File: src/rtl/params_pkg.sv
// rtl/params_pkg.sv - shared constants and enums for the input-delay calibration controller
// Purpose: lane/tap geometry, calibration timing and the command/state encodings
//          used by idelay_calib_ctrl and idelay_tap_bank.
// Ports:   none (package).
package params_pkg;

  localparam int NUM_LANES       = 11;
  localparam int TAP_W           = 9;
  localparam int TAP_DEFAULT     = 256;
  localparam int MAX_TAP         = 511;
  localparam int RST_HOLD_CYCLES = 4;
  localparam int CAL_CYCLES      = 64;

  localparam int LANE_W = 4;
  // Wide enough for the longer of the two phase counts.
  localparam int CNT_W  = $clog2(CAL_CYCLES + 1);

  typedef enum logic [1:0] {
    CMD_NONE  = 2'b00,
    CMD_WRITE = 2'b01,
    CMD_INC   = 2'b10,
    CMD_DEC   = 2'b11
  } tap_cmd_e;

  typedef enum logic [1:0] {
    HOLD  = 2'b00,
    CAL   = 2'b01,
    READY = 2'b10
  } cal_state_e;

endpackage

File: src/rtl/idelay_tap_bank.sv
// rtl/idelay_tap_bank.sv - per-lane delay tap registers with write/inc/dec and saturation
// Purpose: holds NUM_LANES tap registers; applies one command per cycle when enabled,
//          reports rejected commands and saturating updates as registered pulses.
// Ports:   i_clk, i_rst_n     clock, async active-low reset
//          i_clear            force all taps back to TAP_DEFAULT next cycle
//          i_en               commands may be applied this cycle
//          i_cmd, i_lane, i_value  tap command, target lane, write value
//          o_taps             flattened tap vector, lane n at [n*TAP_W +: TAP_W]
//          o_cmd_err, o_tap_sat    single-cycle pulses
module idelay_tap_bank
  import params_pkg::*;
(
  input  logic                       i_clk,
  input  logic                       i_rst_n,
  input  logic                       i_clear,
  input  logic                       i_en,
  input  tap_cmd_e                   i_cmd,
  input  logic [LANE_W-1:0]          i_lane,
  input  logic [TAP_W-1:0]           i_value,
  output logic [NUM_LANES*TAP_W-1:0] o_taps,
  output logic                       o_cmd_err,
  output logic                       o_tap_sat
);

  logic [TAP_W-1:0] taps_q [NUM_LANES];
  logic [TAP_W-1:0] taps_d [NUM_LANES];
  logic [TAP_W-1:0] cur_tap;
  logic [TAP_W-1:0] new_tap;
  logic             lane_ok;
  logic             do_upd;
  logic             err_d, err_q;
  logic             sat_d, sat_q;

  always_comb begin
    lane_ok = (i_lane < LANE_W'(NUM_LANES));

    // Mux the addressed tap by comparison so out-of-range lanes never index the array.
    cur_tap = '0;
    for (int i = 0; i < NUM_LANES; i++) begin
      if (i_lane == LANE_W'(i)) cur_tap = taps_q[i];
    end

    new_tap = cur_tap;
    do_upd  = 1'b0;
    err_d   = 1'b0;
    sat_d   = 1'b0;

    if (i_cmd != CMD_NONE) begin
      if (!i_en || !lane_ok) begin
        err_d = 1'b1;
      end else begin
        do_upd = 1'b1;
        case (i_cmd)
          CMD_WRITE: begin
            // Zero-extended compare keeps the clamp meaningful if TAP_W outgrows MAX_TAP.
            if ({1'b0, i_value} > (TAP_W + 1)'(MAX_TAP)) begin
              new_tap = TAP_W'(MAX_TAP);
              sat_d   = 1'b1;
            end else begin
              new_tap = i_value;
            end
          end
          CMD_INC: begin
            if (cur_tap == TAP_W'(MAX_TAP)) sat_d = 1'b1;
            else                            new_tap = cur_tap + 1'b1;
          end
          CMD_DEC: begin
            if (cur_tap == '0) sat_d = 1'b1;
            else               new_tap = cur_tap - 1'b1;
          end
          default: ;
        endcase
      end
    end

    for (int i = 0; i < NUM_LANES; i++) begin
      taps_d[i] = taps_q[i];
      if (i_clear) begin
        taps_d[i] = TAP_W'(TAP_DEFAULT);
      end else if (do_upd && (i_lane == LANE_W'(i))) begin
        taps_d[i] = new_tap;
      end
    end
  end

  always_ff @(posedge i_clk or negedge i_rst_n) begin
    if (!i_rst_n) begin
      for (int i = 0; i < NUM_LANES; i++) taps_q[i] <= TAP_W'(TAP_DEFAULT);
      err_q <= 1'b0;
      sat_q <= 1'b0;
    end else begin
      for (int i = 0; i < NUM_LANES; i++) taps_q[i] <= taps_d[i];
      err_q <= err_d;
      sat_q <= sat_d;
    end
  end

  for (genvar g = 0; g < NUM_LANES; g++) begin : g_flat
    assign o_taps[g*TAP_W +: TAP_W] = taps_q[g];
  end

  assign o_cmd_err = err_q;
  assign o_tap_sat = sat_q;

endmodule

File: src/rtl/idelay_calib_ctrl.sv
// rtl/idelay_calib_ctrl.sv - calibration/readiness controller for the deserializer input delays
// Purpose: sequences HOLD -> CAL -> READY after reset or restart, gates tap commands
//          until ready, and owns the per-lane tap bank.
// Ports:   i_clk, i_rst_n     reference clock, async active-low reset
//          i_cal_restart      level-sensitive recalibration request
//          i_tap_cmd, i_tap_lane, i_tap_value  tap command interface
//          o_rdy              calibration complete, taps valid
//          o_taps             flattened per-lane taps
//          o_cmd_err, o_tap_sat    rejected-command / saturation pulses
module idelay_calib_ctrl
  import params_pkg::*;
(
  input  logic                       i_clk,
  input  logic                       i_rst_n,
  input  logic                       i_cal_restart,
  input  logic [1:0]                 i_tap_cmd,
  input  logic [LANE_W-1:0]          i_tap_lane,
  input  logic [TAP_W-1:0]           i_tap_value,
  output logic                       o_rdy,
  output logic [NUM_LANES*TAP_W-1:0] o_taps,
  output logic                       o_cmd_err,
  output logic                       o_tap_sat
);

  cal_state_e       state_q, state_d;
  logic [CNT_W-1:0] cnt_q, cnt_d;
  logic             rdy_q, rdy_d;
  logic             tap_en;

  always_ff @(posedge i_clk or negedge i_rst_n) begin
    if (!i_rst_n) begin
      state_q <= HOLD;
      cnt_q   <= '0;
      rdy_q   <= 1'b0;
    end else begin
      state_q <= state_d;
      cnt_q   <= cnt_d;
      rdy_q   <= rdy_d;
    end
  end

  always_comb begin
    state_d = state_q;
    cnt_d   = cnt_q;
    if (i_cal_restart) begin
      state_d = HOLD;
      cnt_d   = '0;
    end else begin
      case (state_q)
        HOLD: begin
          if (cnt_q == CNT_W'(RST_HOLD_CYCLES - 1)) begin
            state_d = CAL;
            cnt_d   = '0;
          end else begin
            cnt_d = cnt_q + 1'b1;
          end
        end
        CAL: begin
          if (cnt_q == CNT_W'(CAL_CYCLES - 1)) begin
            state_d = READY;
            cnt_d   = '0;
          end else begin
            cnt_d = cnt_q + 1'b1;
          end
        end
        READY: ;
        default: begin
          state_d = HOLD;
          cnt_d   = '0;
        end
      endcase
    end
  end

  always_comb begin
    // Registered from the next state so o_rdy is high on the first READY cycle.
    rdy_d  = (state_d == READY);
    tap_en = rdy_q && !i_cal_restart;
  end

  idelay_tap_bank u_tap_bank (
    .i_clk     (i_clk),
    .i_rst_n   (i_rst_n),
    .i_clear   (i_cal_restart),
    .i_en      (tap_en),
    .i_cmd     (tap_cmd_e'(i_tap_cmd)),
    .i_lane    (i_tap_lane),
    .i_value   (i_tap_value),
    .o_taps    (o_taps),
    .o_cmd_err (o_cmd_err),
    .o_tap_sat (o_tap_sat)
  );

  assign o_rdy = rdy_q;

endmodule

File: config.mk
export PLATFORM = sky130hd
export DESIGN_NAME = idelay_calib_ctrl
export DESIGN_NICKNAME = d
export VERILOG_FILES = /design/src/rtl/params_pkg.sv /design/src/rtl/idelay_tap_bank.sv /design/src/rtl/idelay_calib_ctrl.sv
export SDC_FILE = /design/constraint.sdc
export NUM_CORES = 1
export LEC_CHECK = 0
export ABC_AREA = 1
export CAP_MARGIN = 0
export CORE_MARGIN = 10
export CORE_UTILIZATION = 57
export DETAILED_ROUTE_END_ITERATION = 10
export PLACE_DENSITY = 0.85
export SYNTH_ARGS = -nofsm -noshare
export SYNTH_HDL_FRONTEND = slang
export SYNTH_HIERARCHICAL = 1
export SYNTH_SLANG_ARGS = --single-unit
File: constraint.sdc
create_clock -name i_clk -period 5.6 [get_ports i_clk]
set_input_delay 1.12 -clock i_clk [delete_from_list [all_inputs] [get_ports i_clk]]
set_output_delay 1.12 -clock i_clk [all_outputs]
set_load 0.005 [all_outputs]
Word level (Yosys, flattened, before mapping). Cells that the tools add are included.

Output and inout port bits: 102. Input port bits: 18. Bits in registers: 111.

Reduce and logical (&&, ||, !) cells: 31. Mux-type cells: 55. Magnitude comparators: 1. Equality and inequality tests: 20. Add/subtract/negate cells: 3.

Operators with widths (count): 9-bit 2-to-1 mux (37); 9-bit one-hot mux with 3 select lines (1); 2-bit nonzero test (12); 7-bit 2-to-1 mux (3); 7-bit one-hot mux with 3 select lines (1); 4-bit by 3-bit equality test with 1-bit output (second input constant) (4); 4-bit equality test (second input constant) (3); 1-bit logical AND (12); 9-bit by 1-bit adder with 9-bit output (second input constant) (1); 9-bit equality test (second input constant) (1); 9-bit zero test (1); 9-bit by 1-bit subtractor with 9-bit output (second input constant) (1); 2-bit equality test (second input constant) (4); 4-bit by 2-bit equality test with 1-bit output (second input constant) (2); 1-bit 2-to-1 mux (8); 7-bit by 1-bit adder with 7-bit output (second input constant) (1); 7-bit by 2-bit equality test with 1-bit output (second input constant) (1); 7-bit by 6-bit equality test with 1-bit output (second input constant) (1); 2-bit 2-to-1 mux (3); 2-bit one-hot mux with 3 select lines (1); 2-bit by 1-bit equality test with 1-bit output (second input constant) (2); 4-bit by 1-bit equality test with 1-bit output (second input constant) (1); 4-bit zero test (1); 4-bit less-than comparator (second input constant) (1); other kinds (5) (7).

Logic depth before layout (Yosys ltp).
Depth in word-level cells: 19. Depth in mapped cells: 22. Mapped depth without buffers: 21.

By module. The synthesis kept the hierarchy.

By module, submodules not included: idelay_tap_bank (seq. area each 2541.2 um^2, times used 1, cells an instance 768, area an instance 5700.5 um^2); idelay_calib_ctrl (seq. area each 250.2 um^2, times used 1, cells an instance 80, area an instance 601.8 um^2).

Worst setup path before layout. OpenSTA, ideal clock, no wires.

Path type: in2reg. From: input i_tap_lane[3]. To: register u_tap_bank.taps_q (netlist bit u_tap_bank/o_taps[9]). Stages: 21. Setup time: 0.122 ns. Buffers on the path: 1. Required time: 5.478 ns. Path slack: 2.302 ns. Data arrival time: 3.176 ns. Cells stage by stage: inv_2 > nand2_1 > nor2_2 > inv_2 > nor2_1 > nor2_1 > nand4_1 > nor2_1 > nand3_1 > nor2_1 > ha_1 > nand2_4 > nor2_4 > nand2_2 > nor2_2 > nand2_1 > nand3_1 > nand3_1 > nand2_1 > buf_6 > o21ai_2.

Cells in the longest elaborated chain, start to end: 19. Elaborated cells on any way between the ends: 40.

Ends and longest elaborated chain: start, declared (RTL line idelay_calib_ctrl.sv:17) `input logic [LANE_W-1:0] i_tap_lane,`; 4-bit zero test (RTL line idelay_tap_bank.sv:40) `if (i_lane == LANE_W'(i)) cur_tap = taps_q[i];`; 9-bit 2-to-1 mux (11 in series) (RTL line idelay_tap_bank.sv:40); 9-bit by 1-bit subtractor with 9-bit output, or another cell as far along (RTL line idelay_tap_bank.sv:69) `else new_tap = cur_tap - 1'b1;`; 9-bit 2-to-1 mux, on equally long branches (RTL line idelay_tap_bank.sv:68, idelay_tap_bank.sv:64); 9-bit one-hot mux with 3 select lines (RTL line idelay_tap_bank.sv:53) `case (i_cmd)`; 9-bit 2-to-1 mux (RTL line idelay_tap_bank.sv:49) `if (!i_en || !lane_ok) begin`; 9-bit 2-to-1 mux (RTL line idelay_tap_bank.sv:48) `if (i_cmd != CMD_NONE) begin`; 9-bit 2-to-1 mux (RTL line idelay_tap_bank.sv:80) `end else if (do_upd && (i_lane == LANE_W'(i))) begin`; 9-bit 2-to-1 mux (RTL line idelay_tap_bank.sv:78) `if (i_clear) begin`; end, declared (RTL line idelay_tap_bank.sv:25) `logic [TAP_W-1:0] taps_q [NUM_LANES];`.

Several ways; a longest one is shown, not always the timed one. The select of a mux whose other input is x is not followed. A chain may end at the register's enable or synchronous reset.

Worst setup path after layout.
From: input i_tap_lane[2]. To: register u_tap_bank.taps_q (netlist bit u_tap_bank/o_taps[57]).

Same word-level chain as after synthesis.

==> out/metrics.csv <==
stage;metric;value;unit
floorplan;num ports;120;
timing;Final Hold Vio Count;0;
logic_synthesis;synthesized area;6300;um2
setup_path;Worst Path Max Fanout;11;
routing;DR DRC count;0;
setup_path;CP Data Required Time;5.87;ns
grt;global-route wire length before repair;35700;um
logic_synthesis;main area contributors after synthesis;dfrtp_1 40%, nand2_1 16%, nand3_1 5.5%;
logic_synthesis;Mapped Nets;869;
status;status;completed;
setup_path;WS Path Type;input pin to register;
final_layout;most common cell after layout, fill and taps aside;nand2_1;
placed_design;Placer Congestion;1.00;
power;P_leak;3.60;nW
placed_design;instance area at placement;7650;um2
floorplan;FP Rows;38;
power;Power Dens Cells;199;nW/um2
logic_synthesis;largest area contributor in the netlist;dfrtp_1;
floorplan;Die ar.;15700;um2
clock_tree;clk_lat worst skew;0.39;ns
grt;GRT Overall Usage;0.280;
timing;Final period util;0.821;
routing;Post-DRT Antenna Nets;0;
routing;drt via density;6.05;
logic_synthesis;Avg Inst Size Synth;7.43;um2
clock_tree;Sink Count;111;
grt;pin count of the biggest net entering global routing;72;
floorplan;Die H;125;um
final_layout;layout cells sized above 1;0.112;
floorplan;Die Wd;125;um
timing;Max Clk Rate;218;MHz
setup_path;CP startpoint kind;input pin;
final_layout;antenna diode count;0;
final_layout;nets;994;
final_layout;Multi-input gate area;3140;um2
timing;sum of negative setup slack;0;ns
logic_synthesis;Yosys reg bits;111;
final_layout;fin area;7830;um2
grt;GR Overflow Total;0;
setup_path;Worst Path Arrival;4.87;ns
placed_design;Placed Cells;1102;
timing;RSZ-0062 raised after global routing;false;
routing;Iter 0 DRT Violations;1159;
timing;Worst-Margin Slew;1.10;ns
routing;WL/cell;20.3;um
final_layout;non-filler cells, final;1118;
power;total power;1.56;mW
floorplan;initial core utilization;0.581;
clock_tree;cts repair resizes;0;
timing;Slew headroom;0.264;
power;worst vdd rail ir drop;0.143;mV
routing;total number of vias;6768;
logic_synthesis;Netlist cell types;35;
clock_tree;TritonCTS buffer count;9;
clock_tree;hold_buf cts;0;
final_layout;most frequent cells in the layout;273 x nand2_1, 118 x clkdlybuf4s50_1, 100 x dfrtp_1;
timing;Pins Over Slew Limit;0;
routing;routed wire length;22700;um
clock_tree;setup bufs post-CTS;0;
logic_synthesis;Mapped Cells;848;
timing;endpoints failing setup;0;
grt;initial antenna violation count;0;
clock_tree;Reg clk slew, reported paths;0.11;ns
logic_synthesis;top-area cell type share of the netlist area;0.397;
logic_synthesis;sequential share of the synthesized area;0.443;
grt;vias in the first global route;6467;
timing;post-route clock skew;0.0164;ns
floorplan;CORE AREA;10800;um2
routing;TritonRoute pass-1 iters;7;
timing;minimum clock period;4.60;ns
clock_tree;Clock Tree Root;clkbuf_8;
logic_synthesis;Ys Warns;6;
final_layout;FILL cells;894;
placed_design;DPL Wire Length;16600;um
placed_design;port bufs;119;
clock_tree;clock buffer depth;2;
final_layout;Reg area;2790;um2
final_layout;area delta synth->final;24.3;%
setup_path;CP endpoint kind;register;
clock_tree;CTS tree;yes;
clock_tree;H-tree depth;3;
job;max cap viols;0;
min_path;min-delay worst type;register to register;
-- final cells by class --
| cell class | count | area share |
|---|---|---|
| clock inverters | 5 | 0.00543 |
| well taps | 140 | 0.0224 |
| clock buffers | 11 | 0.0181 |
| inverters | 77 | 0.0369 |
| flip-flops and latches | 111 | 0.356 |
| repair buffers | 127 | 0.159 |
| multi-input cells | 647 | 0.401 |
-- power by group --
| group | internal (mW) | switching [mW] |
|---|---|---|
| combinational | 0.0791 | 0.162 |
| clock | 0.178 | 0.289 |
| sequential | 0.827 | 0.0221 |
| total | 1.08 | 0.473 |
-- logic make-up after synthesis --
kind of cell	share of synthesized area
and+or+nand+nor	0.396
DFF	0.443
AOI/OAI and AO/OA	0.0955
buffers and inverters	0.0584
adders and majority gates	0.00596
xor gates and xnor gates	0.00139
-- worst paths after layout --
kind / from / to / slack (ns) / cells after the start
max: i_tap_lane[2] / u_tap_bank/o_taps[57]$_DFFE_PN0P_ / 1.00 / 19
min: u_tap_bank/o_taps[22]$_DFFE_PN0P_ / u_tap_bank/o_taps[22]$_DFFE_PN0P_ / 0.53 / 2
max reg2reg: u_tap_bank/o_taps[9]$_DFFE_PN0P_ / u_tap_bank/o_taps[57]$_DFFE_PN0P_ / 2.25 / 15
min reg2reg: u_tap_bank/o_taps[22]$_DFFE_PN0P_ / u_tap_bank/o_taps[22]$_DFFE_PN0P_ / 0.53 / 2
max in group asynchronous: i_rst_n / u_tap_bank/o_taps[53]$_DFFE_PN1P_ / 3.64 / 2
min in group asynchronous: i_rst_n / u_tap_bank/o_taps[7]$_DFFE_PN0P_ / 0.86 / 1
-- worst max-delay path, stage by stage --
cell and delay [ns]:
clkdlybuf4s50_1 0.63, inv_2 0.08, nand2_1 0.15, nor2_2 0.08, inv_2 0.11, nor2_1 0.05
nor2_1 0.11, nand4_1 0.11, nor2_1 0.19, nand3_1 0.10, nor2_1 0.37, ha_1 0.37
nand2_4 0.08, nor2_4 0.15, nand3_4 0.15, nand4_1 0.12, nand3_1 0.53, nand3_1 0.29
nand2_1 0.09
-- synth_stat cells --
cell type / count
nor3_4: 1
o31ai_1: 2
buf_4: 1
xnor2_1: 1
buf_1: 2
dfstp_2: 11
or2_0: 3
clkbuf_1: 4
o21ai_2: 12
o21ai_0: 42
nor2_1: 87
nor3_1: 2
nand2_2: 11
o21bai_1: 1
or2_1: 4
nand3_2: 4
ha_1: 3
nor2_2: 12
nand3_4: 2
a21oi_1: 22
nand4_1: 49
dfrtp_1: 100
buf_2: 3
nand4_2: 3
inv_1: 61
clkinv_1: 2
a31oi_1: 11
nor2_4: 9
nand2_1: 273
or2_2: 3
o21ai_1: 17
buf_6: 3
nand3_1: 69
nand2_4: 4
inv_2: 14
-- flip-flops by register name (all words and copies together) (netlist names) --
| name | count |
|---|---|
| cnt_q | 7 |
| u_tap_bank/o_taps | 99 |
| state_q | 2 |
| o_rdy | 1 |
| u_tap_bank/o_cmd_err | 1 |
| u_tap_bank/o_tap_sat | 1 |
-- metal layers --
metal / routed length (um) / share of wire / up-vias / GRT usage
met5: 0 / 0 / - / 0
met4: 1040 / 0.046 / 0 / 0.131
met3: 2840 / 0.13 / 99 / 0.0777
met2: 10000 / 0.44 / 526 / 0.424
met1: 8800 / 0.39 / 3103 / 0.365
li1: - / - / 3040 / -
-- metrics by stage --
stage	setup slack [ns]	utilization	hold slack, ns
floorplan	2.30	-	0.475
global placement	0.911	0.705	0.495
detailed placement	0.783	0.705	0.501
CTS	1.16	0.722	0.525
global route	0.829	0.722	0.553
finish	1.00	0.722	0.527
No activity file was read; power rests on OpenSTA's default activity.
